$ cat src/rtl/selfadd_rr_sched.sv
// selfadd_rr_sched: round-robin scheduler sharing one self-add accumulator among NREQ requesters,
// forwarding one BEATS-beat burst at a time and returning the result to the burst owner.
module selfadd_rr_sched #(
    parameter int NREQ      = 4,
    parameter int BEATS     = 3,
    parameter int DRAIN_MAX = 15
) (
    input  logic                 clk,
    input  logic                 rst,
    input  logic [NREQ-1:0]      req_v,
    input  logic [16*NREQ-1:0]   req_a,
    input  logic [16*NREQ-1:0]   req_b,
    output logic [NREQ-1:0]      beat_rdy,
    input  logic                 halt,
    output logic                 acc_data_v,
    output logic [15:0]          acc_a,
    output logic [15:0]          acc_b,
    output logic                 acc_usr_rst,
    output logic                 acc_halt,
    input  logic                 acc_out_v,
    input  logic [15:0]          acc_out_a,
    input  logic [15:0]          acc_out_b,
    output logic [NREQ-1:0]      res_v,
    output logic [15:0]          res_a,
    output logic [15:0]          res_b,
    output logic                 busy,
    output logic                 err
);
    localparam int GW = NREQ > 1 ? $clog2(NREQ) : 1;
    localparam int BW = $clog2(BEATS + 1);
    localparam int DW = $clog2(DRAIN_MAX + 1);
    typedef enum logic [1:0] {IDLE, ISSUE, DRAIN, RESP} state_t;
    state_t state, state_nx;
    logic [GW-1:0] ptr, gnt, pick, off;
    logic [GW:0] sum;
    logic [NREQ-1:0] rot;
    logic [BW-1:0] beat_cnt;
    logic [DW-1:0] drain_cnt;
    logic [15:0] a_arr [NREQ];
    logic [15:0] b_arr [NREQ];
    logic accept, last_beat, timeout, start;
    for (genvar g = 0; g < NREQ; g++) begin : g_lane
        assign a_arr[g] = req_a[16*g +: 16];
        assign b_arr[g] = req_b[16*g +: 16];
    end
    // rotate requests so bit 0 is the current pointer; lowest set bit is the winner
    always_comb begin
        rot = NREQ'({req_v, req_v} >> ptr);
        off = '0;
        for (int k = NREQ - 1; k >= 0; k--)
            if (rot[k]) off = GW'(k);
        sum = {1'b0, ptr} + {1'b0, off};
        pick = GW'(sum >= (GW+1)'(NREQ) ? sum - (GW+1)'(NREQ) : sum);
    end
    assign accept    = state == ISSUE && req_v[gnt] && !halt;
    assign last_beat = accept && beat_cnt == BW'(BEATS - 1);
    assign timeout   = !halt && drain_cnt == DW'(DRAIN_MAX - 1);
    assign start     = state == IDLE && state_nx == ISSUE;
    assign beat_rdy  = accept ? NREQ'(1) << gnt : '0;
    assign res_v     = state == RESP ? NREQ'(1) << gnt : '0;
    assign busy      = state != IDLE;
    assign acc_halt  = halt;
    always_comb begin
        state_nx = state;
        unique case (state)
            IDLE:    state_nx = (|req_v && !halt) ? ISSUE : IDLE;
            ISSUE:   state_nx = last_beat ? DRAIN : ISSUE;
            DRAIN:   state_nx = (acc_out_v || timeout) ? RESP : DRAIN;
            default: state_nx = IDLE;
        endcase
    end
    always_ff @(posedge clk or posedge rst) begin
        if (rst) begin
            state       <= IDLE;
            ptr         <= '0;
            gnt         <= '0;
            beat_cnt    <= '0;
            drain_cnt   <= '0;
            acc_data_v  <= 1'b0;
            acc_a       <= '0;
            acc_b       <= '0;
            acc_usr_rst <= 1'b0;
            res_a       <= '0;
            res_b       <= '0;
            err         <= 1'b0;
        end else begin
            state       <= state_nx;
            acc_usr_rst <= start;
            acc_data_v  <= accept;
            if (start) gnt <= pick;
            if (accept) begin
                acc_a    <= a_arr[gnt];
                acc_b    <= b_arr[gnt];
                beat_cnt <= last_beat ? '0 : beat_cnt + 1'b1;
            end
            if (last_beat) drain_cnt <= '0;
            // a result is taken even under halt; only the timeout count freezes
            if (state == DRAIN) begin
                if (acc_out_v) begin
                    res_a <= acc_out_a;
                    res_b <= acc_out_b;
                end else if (!halt) begin
                    drain_cnt <= drain_cnt + 1'b1;
                    if (timeout) begin
                        err   <= 1'b1;
                        res_a <= '0;
                        res_b <= '0;
                    end
                end
            end
            if (state == RESP) ptr <= gnt == GW'(NREQ - 1) ? '0 : gnt + 1'b1;
        end
    end
endmodule

$ cat config.mk
export PLATFORM = sky130hd
export DESIGN_NAME = selfadd_rr_sched
export DESIGN_NICKNAME = d
export VERILOG_FILES = /design/src/rtl/selfadd_rr_sched.sv
export SDC_FILE = /design/constraint.sdc
export NUM_CORES = 1
export LEC_CHECK = 0
export ABC_AREA = 0
export CORE_AREA = 5 5 107 109
export CTS_CLUSTER_DIAMETER = 60
export DETAILED_ROUTE_END_ITERATION = 8
export DIE_AREA = 0 0 112 114
export GPL_TIMING_DRIVEN = 0
export PLACE_DENSITY = 0.86
export SLEW_MARGIN = 10
export SYNTH_ARGS = -nofsm -noshare
export SYNTH_HDL_FRONTEND = slang
export SYNTH_SLANG_ARGS = --single-unit
$ cat constraint.sdc
create_clock -name clk -period 6.45 [get_ports clk]
set_input_delay 1.29 -clock clk [delete_from_list [all_inputs] [get_ports clk]]
set_output_delay 1.29 -clock clk [all_outputs]
set_load 0.005 [all_outputs]
# ---- Yosys cells after proc, flatten, opt, wreduce, memory -nomap -nowiden
# Cells that the tools add are included.
# Widths: inputs -> output; s select.
dict set report word_totals {
  in_bits 168
  ff_bits 79
  out_inout_bits 77
}
dict set report classes {
  n_shift 2
  muxes 29
  n_addsub 5
  bitwise_logic 3
  n_eq_ne 8
  order_cmp 3
  n_reduce_logical 14
}
# operator count
set ops {}
lappend ops {{$mux 16} 8}
lappend ops {{$bmux 16 s2} 2}
lappend ops {{$mux 4} 6}
lappend ops {{$mux 2} 8}
lappend ops {{$eq 2x2->1 const B} 4}
lappend ops {{$shr 8x2->4} 1}
lappend ops {{$ge 3x3->1 const B} 2}
lappend ops {{$logic_and 1x1->1} 6}
lappend ops {{$pmux 2 s3} 1}
lappend ops {{$add 2x1->2 const B} 2}
lappend ops {{$add 4x1->4 const B} 1}
lappend ops {{$eq 2x1->1 const B} 2}
lappend ops {{$eq 4x4->1 const B} 1}
lappend ops {{$reduce_and 4->1} 1}
lappend ops {{$reduce_bool 2->1} 2}
lappend ops {{$reduce_or 4->1} 1}
lappend ops {{$shl 1x2->4 const A} 1}
lappend ops {{$add 2x2->3} 1}
lappend ops {{$lt 2x3->1 const B} 1}
lappend ops {{$mux 1} 3}
lappend ops {{$not 2->3} 1}
lappend ops {{$reduce_and 3->1} 1}
lappend ops {{$bmux 1 s2} 1}
lappend ops {{$logic_not 2->1} 1}
lappend ops {{other kinds (5)} 6}

# ---- Longest topological paths before layout
dict set report logic_depth {
  depth_word 9
  mapped_depth 9
}

# ---- Least setup slack after synthesis
# OpenSTA, ideal clock, no wires.
dict set report synth_path {
  path_kind {input to output}
  from {in req_v[1]}
  to {out beat_rdy[3]}
  path_buffers 3
  required_time_ns 5.160
  cell_stages 6
  setup_slack_ns 2.804
  arrival_time_ns 2.356
  path_cell_list {buf_2 -> mux4_2 -> nand2_2 -> buf_6 -> buf_6 -> nor2_1}
}
dict set report synth_between {
  elab_chain_cells 5
}
# element line
set synth_rtl {}
lappend synth_rtl {{start: declaration} 10} ;# input logic [NREQ-1:0] req_v,
lappend synth_rtl {{$bmux 1 s2} 55} ;# assign accept = state == ISSUE && req_v[gnt] && !halt;
lappend synth_rtl {{$mux 1 (not written as such)} 55}
lappend synth_rtl {{$logic_and 1x1->1 (2 in a row)} 55}
lappend synth_rtl {{$mux 4} 59} ;# assign beat_rdy = accept ? NREQ'(1) << gnt : '0;
lappend synth_rtl {{end: declaration} 13} ;# output logic [NREQ-1:0] beat_rdy,
# No other way between the ends. The select of a mux whose other input is x is not followed.

# ---- Worst setup path in the final report
dict set report layout_path {
  from {in req_v[2]}
  to {out beat_rdy[3]}
}
# Same word-level chain as after synthesis.

==> metrics.csv <==
stage;metric;value;unit
timing;Slew HR;0.5094;
timing;final hold viol count;0;
yosys;async set-reset flop share out of synthesis;1.000;
worst_setup_path;Crit. End Element;output pin;
worst_setup_path;worst path bufs/invs;4;
timing;unrepaired setup endpoints after global routing;false;
worst_hold_path;worst hold path type;reg2reg;
timing;crit share post-route;0.7278;
pwr;VDD IR max;0.1801;mV
global_routing;first-pass GRT wire length;22.71;mm
worst_setup_path;reg2reg setup slack;4.24;ns
outcome;status;completed;
yosys;Synth Net Count;531;
yosys;Synth Flop Type;dfrtp_1;
placed_design;DP Wirelength;11.96;mm
clocking;Num Clock Sinks;79;
clocking;CTS tree;built;
clocking;Worst-path clk slew;0.08;ns
cells_and_area;area of the multi-input gates;0.002076;sq mm
timing;final setup vio count;0;
floorplan;Core ar.;0.01051;sq mm
floorplan;Die ar.;0.01277;sq mm
cells_and_area;ANT cells;0;
floorplan;num rows;38;
worst_setup_path;crit path cell chain;clkdlybuf4s50_1 > mux4_2 > nand2_2 > buf_6 > buf_6 > nor2_1 > clkdlybuf4s50_1;
job;Max-cap violations;0;
worst_setup_path;WP data required;5.16;ns
global_routing;global route overflow;0;
cells_and_area;layout cells sized above 1;0.1463;
drt;Routed Antenna Nets;0;
drt;Pre-antenna DRT Iters;6;
worst_setup_path;Crit path max-delay family;buffers and inverters;
worst_setup_path;Crit Path Max Fanout;10;
clocking;cts repair resizes;0;
worst_setup_path;Slowest cell on crit path;mux4_2;
timing;setup ws final;1.755;ns
clocking;Post-CTS Setup Bufs;0;
timing;max-slew violations;0;
pwr;PD cells;369.9;mW/mm^2
yosys;syn avg cell area;11.92;sq um
clocking;Hold Buf Count CTS;0;
worst_setup_path;startpoint type of the worst setup path;primary input;
drt;final WL;14.46;mm
drt;routed vias/inst;5.136;
floorplan;initial core utilization;0.4028;
cells_and_area;Area Growth Syn to Fin;67.43;%
yosys;Yosys reg bits;79;
worst_setup_path;Worst path max stage delay;0.60;ns
cells_and_area;# fillers;785;
placed_design;Placer Congestion;0.8426;
pwr;Tot Pwr;2.621;mW
drt;# DRC;0;
floorplan;Die Y;114;um
global_routing;All-Layer GR Usage;0.2264;
global_routing;initial antenna violation count;0;
cells_and_area;sequential cell area;0.001977;sq mm
drt;total number of vias;3878;
floorplan;Die X;112;um
worst_setup_path;kind of critical path;in2out;
pwr;P_leak;2.888;nW
drt;1st-iter DRT viols;167;
clocking;# H-tree levels;3;
placed_design;DP Area;0.006863;sq mm
yosys;Netlist cell types;43;
yosys;sequential share of the synthesized area;0.4670;
clocking;CTS Root Cell;clkbuf_8;
timing;clock skew;0.01596;ns
worst_setup_path;WP data arrival;3.40;ns
drt;Avg WL per Cell;19.15;um
clocking;Skew-Pair Late Insertion Delay;0.34;ns
yosys;EDFF count, synth;0;
placed_design;port bufs;243;
placed_design;DP Worst Slack;1.745;ns
global_routing;largest net degree at the start of global routing;42;
timing;setup TNS;0;ns
cells_and_area;nets;786;
yosys;YS warnings;0;
clocking;clk buf depth;2;
clocking;CTS buffer count;9;
timing;Tightest Pin Transition;0.7303;ns
timing;fmax;0.2130;GHz
floorplan;number of I/O pins;245;
timing;post-layout minimum cycle time;4.695;ns
yosys;Cells after Synth;355;
yosys;synthesized cell area;0.004233;sq mm
cells_and_area;Final Cell Area;0.007087;sq mm
global_routing;vias in the first global route;4335;
## final timing paths
check,startpoint,endpoint,depth (start not counted)
setup / recovery,req_v[2],beat_rdy[3],7
hold / removal,err,err,1
setup reg to reg,gnt[0],acc_b[2],4
hold reg to reg,err,err,1
max in group asynchronous,rst,acc_b[11],3
min in group asynchronous,rst,res_b[14],2
## power breakdown
group	switching, mW	internal, mW
sequential	0.134	0.717
combinational	0.514	0.843
clock	0.173	0.239
## flip-flops by register name, indices dropped and copies added (netlist names)
register / cells
acc_a: 16
state: 2
err: 1
acc_usr_rst: 1
res_a: 16
beat_cnt: 2
ptr: 2
drain_cnt: 4
gnt: 2
acc_b: 16
acc_data_v: 1
res_b: 16
## cells in the final DEF, fill, tap and decap left out, drive strengths merged, types with 2 or more instances in the layout
cell           count
nand3b             2
nor3               3
a21oi              4
mux2              34
clkdlybuf4s50    243
nor2b              2
or3b               3
clkbuf            26
o31ai              2
or3                2
nand2             74
bufinv             2
ha                 8
dfrtp             79
a21o               2
nor2               5
inv                9
buf               14
nand2b             4
or2                2
o31a               2
nand3              4
and3               8
o21ai             34
mux4              33
## cell type report
class | count | area share
Buffer | 26 | 0.02066
Clock buffer | 13 | 0.02242
Clock inverter | 3 | 0.009181
Inverter | 9 | 0.005120
Multi-Input combinational cell | 241 | 0.2929
Sequential cell | 79 | 0.2790
Tap cell | 140 | 0.02472
Timing Repair Buffer | 244 | 0.3460
## cells by family (layout without fill, tap and decap cells)
family / Yosys count / after routing / share of synthesized area
AND/OR/NAND/NOR: 114 / 114 / 0.1277
XOR/XNOR: 2 / 2 / 0.004139
buffers and inverters: 35 / 295 / 0.04256
flip-flops: 79 / 79 / 0.4670
adder cells (fa/ha/maj): 8 / 8 / 0.02365
AO/OA/AOI/OAI: 50 / 50 / 0.06888
multiplexers: 67 / 67 / 0.2660
## worst reg2reg max path, cell delays in order (launching register included)
cell and delay, ns:
dfrtp_1 0.40, buf_6 0.20, buf_1 0.58, mux4_2 0.62
mux2_1 0.30
## per-layer routing
| layer | vias up | routed length (um) | global-route usage |
|---|---|---|---|
| li1 | 1782 | - | - |
| met3 | 30 | 1226 | 0.06684 |
| met5 | - | 0 | 0 |
| met1 | 1872 | 5322 | 0.2555 |
| met4 | 0 | 461 | 0.09375 |
| met2 | 194 | 7447 | 0.4021 |
## Yosys cell counts (2+ instances only)
cell      number  area, sq um
nand2_1       73        274.0
o31ai_1        2        15.01
nand3_1        3        15.01
nor2b_1        2        12.51
a21o_1         2        15.01
inv_1          9        33.78
a21oi_1        4        20.02
ha_1           8        100.1
dfrtp_1       79         1977
nand3b_1       2        15.01
buf_6          3        33.78
clkbuf_1      13        48.80
nand2b_1       4        25.02
mux2_2        20        225.2
o21ai_0       34        170.2
buf_2          6        30.03
and3_1         8        50.05
nor3_1         3        15.01
mux4_2        33        743.2
mux2_1        14        157.7
o31a_1         2        17.52
or2_2          2        12.51
or3_1          2        12.51
buf_4          2        15.01
or3b_2         3        26.28
nor2_1         5        18.77
## through the flow
step / utilization / hold WS (ns) / cells
2_1_floorplan: - / 0.4510 / 355
3_3_place_gp: 0.6510 / 0.4423 / 738
3_5_place_dp: 0.6531 / 0.4548 / 739
4_1_cts: 0.6744 / 0.4725 / 755
5_1_grt: 0.6744 / 0.4930 / 755
6_report: 0.6744 / 0.4686 / 755
Power figures use the tool's default switching activity.
